<file path="config.mk">
export PLATFORM = sky130hd
export DESIGN_NAME = stage_sequencer
export DESIGN_NICKNAME = d
export VERILOG_FILES = /design/src/rtl/stage_sequencer.sv
export SDC_FILE = /design/constraint.sdc
export NUM_CORES = 1
export LEC_CHECK = 0
export BUFFER_PORTS_ARGS = -buffer_cell sky130_fd_sc_hd__buf_2
export CELL_PAD_IN_SITES_DETAIL_PLACEMENT = 0
export CELL_PAD_IN_SITES_GLOBAL_PLACEMENT = 1
export CORE_MARGIN = 4
export CORE_UTILIZATION = 39
export DETAILED_ROUTE_END_ITERATION = 10
export GPL_ROUTABILITY_DRIVEN = 0
export PLACE_DENSITY = 0.79
export SYNTH_ARGS = -nofsm -noshare
export SYNTH_HDL_FRONTEND = slang
export SYNTH_SLANG_ARGS = --single-unit
</file>
<file path="constraint.sdc">
create_clock -name clk -period 2.46 [get_ports clk]
set_input_delay 0 -clock clk [delete_from_list [all_inputs] [get_ports clk]]
set_output_delay 0 -clock clk [all_outputs]
set_load 0.01 [all_outputs]
</file>
<file path="src/rtl/stage_sequencer.sv">
// Multi-cycle pipeline stage sequencer. A Moore FSM steps one instruction through
// IF..WB, with wait states that count down a latency and can optionally also wait on memory ready.
module stage_sequencer #(
  parameter int IF_LAT    = 1,
  parameter int MEM_LAT   = 1,
  parameter bit USE_READY = 1'b0,
  parameter int CNT_W     = 32
) (
  input  logic             clk,
  input  logic             reset_n,
  input  logic             stall,
  input  logic             halt_req,
  input  logic             imem_ready,
  input  logic             dmem_ready,
  output logic             pc_wren,
  output logic             if_id_wren,
  output logic             id_ex_wren,
  output logic             ex_mem_wren,
  output logic             mem_wb_wren,
  output logic             ram_wren,
  output logic             reg_wren,
  output logic             stage_reset_n,
  output logic [3:0]       stage,
  output logic             halted,
  output logic [CNT_W-1:0] instret
);

  typedef enum logic [3:0] {
    S_INIT = 4'd0, S_IF = 4'd1, S_IF_WAIT = 4'd2, S_ID = 4'd3, S_EX = 4'd4,
    S_MEM = 4'd5, S_MEM_WAIT = 4'd6, S_WB = 4'd7, S_HALT = 4'd8
  } state_t;

  // The counter holds the number of wait cycles still owed after the current one.
  localparam logic [3:0] IF_LD  = 4'(IF_LAT - 1);
  localparam logic [3:0] MEM_LD = 4'(MEM_LAT - 1);

  state_t           state_q, state_d;
  logic [3:0]       cnt_q, cnt_d;
  logic [CNT_W-1:0] instret_q, instret_d;
  logic             if_done, mem_done;

  assign if_done  = (state_q == S_IF_WAIT)  && (cnt_q == 4'd0) && (!USE_READY || imem_ready);
  assign mem_done = (state_q == S_MEM_WAIT) && (cnt_q == 4'd0) && (!USE_READY || dmem_ready);

  always_comb begin
    state_d   = state_q;
    cnt_d     = cnt_q;
    instret_d = instret_q;
    if (!stall) begin
      unique case (state_q)
        S_INIT:     state_d = S_IF;
        S_IF:       begin state_d = S_IF_WAIT; cnt_d = IF_LD; end
        S_IF_WAIT:  if (if_done) state_d = S_ID;
                    else if (cnt_q != 4'd0) cnt_d = cnt_q - 4'd1;
        S_ID:       state_d = S_EX;
        S_EX:       state_d = S_MEM;
        S_MEM:      begin state_d = S_MEM_WAIT; cnt_d = MEM_LD; end
        S_MEM_WAIT: if (mem_done) state_d = S_WB;
                    else if (cnt_q != 4'd0) cnt_d = cnt_q - 4'd1;
        S_WB:       begin
                      instret_d = instret_q + CNT_W'(1);
                      state_d   = halt_req ? S_HALT : S_IF;
                    end
        S_HALT:     state_d = S_HALT;
        default:    state_d = S_INIT;
      endcase
    end
  end

  always_ff @(posedge clk) begin
    if (!reset_n) begin
      state_q   <= S_INIT;
      cnt_q     <= 4'd0;
      instret_q <= '0;
    end else begin
      state_q   <= state_d;
      cnt_q     <= cnt_d;
      instret_q <= instret_d;
    end
  end

  // Enables are dropped under stall; stage_reset_n ignores stall.
  assign pc_wren       = !stall && (state_q == S_MEM);
  assign ram_wren      = !stall && (state_q == S_MEM);
  assign if_id_wren    = !stall && if_done;
  assign id_ex_wren    = !stall && (state_q == S_ID);
  assign ex_mem_wren   = !stall && (state_q == S_EX);
  assign mem_wb_wren   = !stall && mem_done;
  assign reg_wren      = !stall && (state_q == S_WB);
  assign stage_reset_n = !(state_q inside {S_INIT, S_WB, S_HALT});
  assign halted        = (state_q == S_HALT);
  assign stage         = state_q;
  assign instret       = instret_q;

endmodule

</file>
## Yosys cells after proc, flatten, opt, wreduce, memory -nomap -nowiden

Cells that the tools add are included.

- Bits in registers: 40
- Logic and storage cells: 45
- Input port bits: 6

- Multiplexer cells: 8
- Bitwise logic cells: 1
- Equal/unequal tests: 12
- Add/sub/neg operators: 2
- Reductions and logical operators: 19

Operator list:

| operator | count |
|---|---|
| 4-bit case mux with 9 select lines | 1 |
| 32-bit by 1-bit adder with 32-bit output (second input constant) | 1 |
| 4-bit 2-to-1 mux | 6 |
| 4-bit by 3-bit equality test with 1-bit output (second input constant) | 4 |
| 4-bit case mux with 3 select lines | 1 |
| 4-bit by 2-bit equality test with 1-bit output (second input constant) | 2 |
| 1-bit logical AND | 8 |
| 4-bit zero test | 2 |
| 2-bit inequality test (second input constant) | 4 |
| 3-bit nonzero test | 2 |
| 4-bit by 1-bit equality test with 1-bit output (second input constant) | 1 |
| 4-bit equality test (second input constant) | 1 |
| 4-bit AND reduction | 1 |
| 4-bit nonzero test | 1 |
| 4-bit by 1-bit subtractor with 4-bit output (second input constant) | 1 |
| 3-bit AND reduction | 1 |
| 1-bit zero test | 2 |
| 2-bit AND reduction | 1 |
| 2-bit OR reduction | 1 |
| 1-bit NOT | 1 |

## Depth between registers and ports, before layout

Gate-level depths: netlist (run 1).

- Word-level depth: 4
- Mapped depth: 7
- Mapped depth without buffers: 6

## Worst setup path before layout (run 1)

Ideal clock, no wire load.

- Kind: register to register
- Start point: register cnt_q[0]
- End point: register cnt_q[3]
- Path buffers: 1
- Slack: 0.629 ns
- Data required time: 2.390 ns
- Arrival: 1.761 ns
- Cell stages (with the launch flop): 8
- Cells stage by stage: dfxtp_1 > inv_1 > ha_1 > or3b_2 > clkbuf_1 > nand2_1 > or4b_2 > a21oi_1

- Word-level cells in the longest chain between the ends: 4
- Elaborated cells on any way between the ends: 12
- Those cells by class: 1 x add/sub; 2 x eq/ne; 4 x mux; 5 x reduce/logical

RTL lines:

| what | RTL line | RTL |
|---|---|---|
| start, declared | 38 | `logic [3:0] cnt_q, cnt_d;` |
| start signal, assigned | 77 | `cnt_q <= cnt_d;` |
| 4-bit by 1-bit subtractor with 4-bit output (tied with other cells) | 54, 59 |  |
| 4-bit 2-to-1 mux (tied with other cells) | 54, 59 |  |
| 4-bit 2-to-1 mux (tied with other cells) | 58 | `S_MEM_WAIT: if (mem_done) state_d = S_WB;` |
| 4-bit case mux with 3 select lines or 4-bit AND reduction (tied branches) | n/a |  |

Several ways; a longest one is shown, not always the timed one. The select of a mux whose other input is x is not followed.
A chain may end at the register's enable or synchronous reset.

## Worst setup path in the final report (run 1)

- Start point: register instret_q[0], in the netlist instret[0]
- End point: register instret_q[24], in the netlist instret[24]

- Word-level cells in the longest chain between the ends: 1

RTL lines:

| what | RTL line | RTL |
|---|---|---|
| start, declared | 39 | `logic [CNT_W-1:0] instret_q, instret_d;` |
| start signal, assigned | 78 | `instret_q <= instret_d;` |
| 32-bit by 1-bit adder with 32-bit output | 61 | `instret_d = instret_q + CNT_W'(1);` |

Every way passes these cells.

==> results.cfg, run 1 <==
[status]
status = finished clean

[cts]
cts_made_buffers = 5
cts_tree = yes
clk_pin_slew_worst_paths_ns = 0.08
cts_root_buf = clkbuf_8
htree_num_levels = 2
cts_max_path_buffers = 2
ctsResizeCount = 0
cts_sinks = 40
clock_latency_ns = 0.29

[yosys]
synth.largest_area_cell = dfxtp_1
synth.area.top_cells = dfxtp_1 38%, a21oi_1 6.6%, or4_1 5.0%
avgSynthCellArea_um2 = 8.23
ys.flop_type = dfxtp_1
synth_fp_nets = 266
synth_cell_type_count = 42
ys_seq_area_frac = 0.378
synth_top_area_frac = 0.378
synth_edf_count = 0
ys_ff_latch = 40
async_flop_share = 0
synth_area_um2 = 2120
postSynthCellCount = 257
synth_warnings = 0

[hold_path]
holdCritPathClass = in -> reg

[timing]
finalCriticalPeriod_ns = 1.97
slew_headroom = 0.741
tightest_slew_ns = 0.386
hold_viol_final = 0
fin_worst_hold_slack_ns = 0.0362
setup_viol = 0
rsz0062_at_grt = false
fin_skew_ns = 0.00833
fin_ws_ns = 0.495
fmax_mhz = 509
slew_viol_final = 0
setup_tns_ns = 0
layout_worst_path_cycle_share = 0.799

[power_and_ir_drop]
p_leak_nw = 0.968
ir_drop_uv = 340
powerDensity_nw_per_um2 = 516
power_mw = 1.30

[die]
core_area_um2 = 5170
start_util = 0.409
die_y_um = 81.7
rows = 26
fp.dieW_um = 81.7
dieArea_um2 = 6670
io_pins = 51

[finish]
layout_commonest_cell = buf_2
antennaDiodeCount = 0
layout_common_cells = 48 x buf_2, 40 x dfxtp_1, 28 x a21oi_1
drive_gt1_frac = 0.233
area_growth_pct = 19.4
final_nets = 308
final_cell_area_um2 = 2530
nFillCells = 510

[setup_path]
path_buf_inv = 0
crit_required_ns = 2.67
worstSetupEndpointType = flip-flop
crit_path_max_incr_delay_ns = 0.57
cp-start-kind = flip-flop
slowest_stage = or4_1
critPathKind = reg -> reg
crit_fanout = 13
crit_family = simple AND/OR/NAND/NOR gates
cp_cell_sequence = ha_1, and3_1, nand4_2, or4_1, a21oi_1
arrival_ns = 2.18

[route]
firstDrtPassIters = 4
drt-total-wl_mm = 5.09
drcViolationCount = 0
num_vias = 2027
drt_iter0_markers = 85
wire_per_inst_um = 13.8
viasPerCell = 5.48
route.antenna.remaining_nets = 0

[place]
post-place-ws_ns = 0.487
hpwl_mm = 3.57
dpl_cell_area_um2 = 2390
portBuffers = 48

[global_route]
grtUsageTotal = 0.165
grt_max_degree = 32
first_global_vias = 1888
antenna_found_initial = 0
gr-total-overflow = 0
grt_pass1_wl_mm = 8.76

[run]
maxCapViolations = 0
[cells by family (layout without fill, tap and decap cells)]
group | Yosys count | after routing | synth area share
AND/OR/NAND/NOR | 113 | 113 | 0.320
AO/OA/AOI/OAI | 62 | 62 | 0.171
flip-flops | 40 | 40 | 0.378
buffers and inverters | 27 | 70 | 0.0609
XOR/XNOR | 9 | 9 | 0.0373
adder cells (fa/ha/maj) | 3 | 3 | 0.0177
multiplexers | 3 | 3 | 0.0142
[per-stage QoR]
step	util	instances
after global routing	0.488	370
after detailed placement	0.462	361
final	0.488	370
after floorplan	-	257
after global placement	0.462	361
after CTS	0.488	370
[layout make-up]
type	instances	area (um^2)	area share
clock buffers	7	96.3	0.0381
inverters	6	22.5	0.00892
well taps	70	87.6	0.0347
repair buffers	56	303	0.120
flip-flops and latches	40	801	0.317
clock inverters	1	30.0	0.0119
multi-input cells	190	1190	0.470
[sequential cells by signal, summed over array words and instances, names as in the netlist]
register	count
cnt_q	4
stage	4
instret	32
[worst paths after layout]
kind	from	endpoint	slack [ns]	cells after the start
hold reg to reg	instret[31]$_SDFFE_PN0P_	instret[31]$_SDFFE_PN0P_	0.47	2
setup / recovery	instret[0]$_SDFFE_PN0P_	instret[24]$_SDFFE_PN0P_	0.49	5
hold / removal	reset_n	stage[2]$_SDFFE_PN0P_	0.04	2
setup reg to reg	instret[0]$_SDFFE_PN0P_	instret[24]$_SDFFE_PN0P_	0.49	5
[where the power goes]
group | total (mW) | internal, mW | switching (mW) | leakage, nW
clock network | 0.589 | 0.358 | 0.230 | 0.0645
logic | 0.0636 | 0.0224 | 0.0412 | 0.581
registers | 0.651 | 0.649 | 0.00217 | 0.322
[layer usage]
| layer | vias up | part of all wire | global-route usage |
|---|---|---|---|
| li1 | 1049 | - | - |
| met1 | 938 | 0.48 | 0.227 |
| met2 | 36 | 0.46 | 0.255 |
| met3 | 4 | 0.040 | 0.0384 |
| met4 | 0 | 0.010 | 0.0548 |
| met5 | - | 0 | 0 |
[what timing repair did]
action / 4_1_cts / 5_1_grt
hold buffers: 1 / 0
buffers inserted: 0 / 0
hold endpoints to repair: 1 / 0
[synthesized netlist by cell type, types with 4 or more instances]
library cell / instances
o21ai_0: 13
nand4_1: 10
nand2b_1: 4
o31ai_1: 13
nor2_1: 14
inv_1: 5
nor4_1: 6
and4_1: 5
xor2_1: 5
or4_1: 14
clkbuf_1: 10
nand2_1: 17
dfxtp_1: 40
or3_1: 5
nor3_1: 5
and3_1: 4
nand3_1: 15
a21oi_1: 28
xnor2_1: 4
Note: power is estimated with default switching activity, not from simulation.
==> run 2, diff against run 1 <==
Settings changed: CORE_UTILIZATION 39 to 35, PLACE_DENSITY 0.79 to 0.75.
Clock period 2.46 ns to 1.59 ns, I/O delays scaled along.
==> results.cfg, run 2 (synthesis gave the netlist of run 1 again) <==
[die]
core_area_um2 = 5890
io_pins = 51
start_util = 0.359
dieArea_um2 = 7350
fp.dieW_um = 85.8
rows = 28
die_y_um = 85.8

[finish]
drive_gt1_frac = 0.528
largest_register_ffs = 32
layout_common_cells = 54 x buf_4, 48 x buf_2, 26 x dfxtp_1
area_growth_pct = 56.4
antennaDiodeCount = 0
nFillCells = 547
final_nets = 366
layout_commonest_cell = buf_4
seq_area_um2 = 821
multi_input_area_um2 = 1440
fin_cells = 433

[cts]
cts_root_buf = clkbuf_8
htree_num_levels = 2
clk_pin_slew_worst_paths_ns = 0.09
cts_made_buffers = 5
cts_sinks = 40
cts_max_path_buffers = 2
cts_tree = yes
clock_latency_ns = 0.29

[route]
route.antenna.remaining_nets = 0
wire_per_inst_um = 14.5
viasPerCell = 5.37
drt-total-wl_mm = 6.28
drcViolationCount = 0
firstDrtPassIters = 4
num_vias = 2324
drt_iter0_markers = 83

[timing]
fin_skew_ns = 0.00700
rsz0062_at_grt = true
slew_viol_final = 0
fmax_mhz = 618
slew_headroom = 0.598
setup_viol = 10
finalCriticalPeriod_ns = 1.62
fin_worst_hold_slack_ns = 0.125
hold_viol_final = 0
tightest_slew_ns = 0.599
fin_ws_ns = -0.0279
layout_worst_path_cycle_share = 1.02

[power_and_ir_drop]
powerDensity_nw_per_um2 = 566
p_int_mw = 1.41
clkPwrFrac = 0.389
p_comb_frac = 0.073
sw_frac_of_total = 0.247
p_leak_nw = 1.32
netSwitchingPower_mw = 0.463
p_seq_frac = 0.537
ir_drop_uv = 441
power_mw = 1.87

[setup_path]
cp-start-kind = flip-flop
worst-r2r-setup-slack_ns = -0.03
slowest_stage = or4_1
cp_cell_sequence = buf_4, and4_4, nand4_2, buf_6, or4_1, a21oi_2
r2r-start = instret[0]$_SDFFE_PN0P_
crit_required_ns = 1.82
cp-startpoint = instret[0]$_SDFFE_PN0P_
critPathKind = reg -> reg
worstSetupEndpointType = flip-flop
crit_path_max_incr_delay_ns = 0.42
arrival_ns = 1.85
crit_fanout = 10

[hold_path]
holdCritPathClass = in -> reg
hp-start = reset_n

[status]
violations = setup timing
status = finished with violations

[global_route]
grtUsageTotal = 0.164
grt_max_degree = 19
antenna_found_initial = 0
grt.met1_usage = 0.202
grt_pass1_wl_mm = 9.91
first_global_vias = 2205
grt_util_met3 = 0.0375
gr-total-overflow = 0
busiest_layer = met2
met2_usage = 0.285

[place]
portBuffers = 48
hpwl_mm = 4.19
place_inst = 411

[run]
maxCapViolations = 0
-- run 2: changes by cell type in the layout (fill, tap and decap cells not counted), moves of 5 or more --
cell	delta
buf_6	+7
a21oi_1	-12
a21oi_2	+12
dfxtp_1	-14
buf_4	+47
dfxtp_2	+13
or4_4	+7
and4_1	-5
or4_1	-7
-- run 2: power by group through the flow --
stage | Combinational [mW] | Sequential, mW | Clock [mW]
after floorplan | 0.0646 | 1.03 | 0
after global placement | 0.110 | 1.03 | 0
after detailed placement | 0.109 | 1.03 | 0
after CTS | 0.120 | 1.01 | 0.749
after global routing | 0.150 | 1.01 | 0.781
final | 0.137 | 1.01 | 0.729
-- run 2: final cells by class --
| cell class | instances | area share |
|---|---|---|
| flip-flops and latches | 40 | 0.248 |
| well taps | 75 | 0.0284 |
| clock inverters | 2 | 0.00454 |
| clock buffers | 6 | 0.0250 |
| repair buffers | 114 | 0.252 |
| inverters | 6 | 0.00681 |
| multi-input cells | 190 | 0.436 |
-- run 2: what timing repair did --
action	in CTS	in global routing
cloned	1	1
resized for setup	27	42
hold buffers	1	0
pin swaps	6	12
endpoints found under the setup margin	26	30
endpoints found under the hold margin	1	0
buffers inserted	3	8
-- run 2: stage by stage --
step                 util  area (um^2)  setup WS (ns)  setup TNS (ns)
global placement    0.474         2790        -0.0524          -0.109
CTS                 0.520         3060        -0.0244         -0.0533
finish              0.562         3310        -0.0279          -0.124
floorplan               -         2160         -0.101          -0.957
detailed placement  0.474         2790        -0.0787          -0.336
global route        0.562         3310         -0.103           -1.38
-- run 2: path summary, 6_finish.rpt --
check | to | depth (start not counted)
min reg2reg | instret[31]$_SDFFE_PN0P_ | 2
max | instret[25]$_SDFFE_PN0P_ | 6
max reg2reg | instret[25]$_SDFFE_PN0P_ | 6
min | stage[2]$_SDFFE_PN0P_ | 3
-- run 2: worst max-delay path: cells and delay by family, from the launching register on --
family / cells / cell delay (ns)
and+or+nand+nor: 3 / 0.77
DFF: 1 / 0.36
AOI/OAI and AO/OA: 1 / 0.13
buffers and inverters: 2 / 0.29
-- run 2: per-layer routing --
layer | wire length (um) | vias to the layer above | share of wire
met3 | 281 | 6 | 0.045
met5 | 0 | - | 0
met1 | 2770 | 1115 | 0.44
met2 | 3190 | 42 | 0.51
li1 | - | 1161 | -
met4 | 44 | 0 | 0.0070
==> run 3, diff against run 2 <==
Settings changed: CORE_UTILIZATION 35 to 39, PLACE_DENSITY 0.75 to 0.79.
Clock period 1.59 ns to 1.7 ns, I/O delays scaled along.
==> results.cfg, run 3 (synthesis gave the netlist of run 1 again) <==
[status]
status = finished clean

[timing]
fmax_mhz = 596
tightest_slew_ns = 0.354
finalCriticalPeriod_ns = 1.68
slew_viol_final = 0
hold_viol_final = 0
layout_worst_path_cycle_share = 0.988
slew_headroom = 0.762
setup_tns_ns = 0
fin_ws_ns = 0.0210
rsz0062_at_grt = true
fin_skew_ns = 0.00933
setup_viol = 0

[finish]
drive_gt1_frac = 0.450
nFillCells = 461
area_growth_pct = 47.1
largest_register_ffs = 32
final_nets = 357
fin_cells = 419
layout_common_cells = 51 x buf_4, 48 x buf_2, 31 x dfxtp_1
layout_commonest_cell = buf_4
antennaDiodeCount = 0
final_core_util = 0.602

[route]
route.antenna.remaining_nets = 0
viasPerCell = 5.42
drcViolationCount = 0
num_vias = 2273
drt_iter0_markers = 58
firstDrtPassIters = 4
drt-total-wl_mm = 6.10
wire_per_inst_um = 14.6

[cts]
clock_latency_ns = 0.30
htree_num_levels = 2
clk_pin_slew_worst_paths_ns = 0.08
cts_max_path_buffers = 2
cts_root_buf = clkbuf_8
cts_tree = yes
cts_sinks = 40
cts_made_buffers = 5

[place]
hpwl_mm = 4.11
place_inst = 401
portBuffers = 48
post-place-ws_ns = -0.0423

[die]
die_y_um = 81.7
rows = 26
core_area_um2 = 5170
dieArea_um2 = 6670
io_pins = 51
start_util = 0.409
fp.dieW_um = 81.7

[setup_path]
crit_fanout = 3
arrival_ns = 1.68
worstSetupEndpointType = output port
worst-r2r-setup-slack_ns = 0.06
critPathKind = reg -> out
cp-start-kind = flip-flop
crit_required_ns = 1.70

[global_route]
grtUsageTotal = 0.179
antenna_found_initial = 0
grt_pass1_wl_mm = 9.41
grt_max_degree = 32
first_global_vias = 2096
gr-total-overflow = 0

[power_and_ir_drop]
sw_frac_of_total = 0.231
p_leak_nw = 1.26
clkPwrFrac = 0.427
power_mw = 1.84
p_seq_frac = 0.511
ir_drop_uv = 439
netSwitchingPower_mw = 0.425
p_comb_frac = 0.062
p_int_mw = 1.42
powerDensity_nw_per_um2 = 592

[run]
maxCapViolations = 0

[hold_path]
holdCritPathClass = in -> reg
[run 3: per-stage QoR]
step	hold slack, ns	cell area [um^2]
2_1_floorplan	0.156	2130
3_3_place_gp	0.297	2710
3_5_place_dp	0.291	2710
4_1_cts	0.0242	2920
5_1_grt	0.0436	3110
6_report	0.0329	3110
[run 3: metal layers]
metal	track usage	vias up	part of all wire
met1	0.225	1065	0.46
met4	0.0598	0	0.017
li1	-	1140	-
met5	0	-	0
met2	0.300	58	0.47
met3	0.0450	10	0.047
[run 3: layout make-up]
| class | count | area [um^2] | share of cell area |
|---|---|---|---|
| flip-flops and latches | 40 | 812 | 0.261 |
| multi-input cells | 191 | 1380 | 0.443 |
| well taps | 70 | 87.6 | 0.0281 |
| clock buffers | 5 | 68.8 | 0.0221 |
| repair buffers | 104 | 701 | 0.225 |
| clock inverters | 3 | 42.5 | 0.0137 |
| inverters | 6 | 22.5 | 0.00724 |
[run 3: path summary, 6_finish.rpt]
check / start / endpoint / depth (start not counted)
max: cnt_q[0]$_SDFFE_PN0P_ / mem_wb_wren / 6
max reg2reg: instret[0]$_SDFFE_PN0P_ / instret[17]$_SDFFE_PN0P_ / 5
min: reset_n / stage[2]$_SDFFE_PN0P_ / 2
min reg2reg: instret[31]$_SDFFE_PN0P_ / instret[31]$_SDFFE_PN0P_ / 2
[run 3: critical path, stage by stage, from the launching register on]
cell	delay [ns]
dfxtp_2	0.33
inv_2	0.05
ha_1	0.14
or3b_4	0.39
buf_6	0.13
nor4b_2	0.19
buf_2	0.16
[run 3: power by group through the flow]
stage | Clock, mW | Combinational, mW | Sequential [mW]
after floorplan | 0 | 0.0595 | 0.965
after global placement | 0 | 0.100 | 0.963
after detailed placement | 0 | 0.101 | 0.964
after CTS | 0.800 | 0.110 | 0.942
after global routing | 0.842 | 0.125 | 0.942
final | 0.786 | 0.114 | 0.942
[run 3: repair_timing]
item,4_1_cts,5_1_grt
endpoints found under the setup margin,17,27
cloned,0,2
setup buffers,2,5
pin swaps,0,4
hold buffers,1,0
hold endpoints to repair,1,0
gates resized for setup,19,29
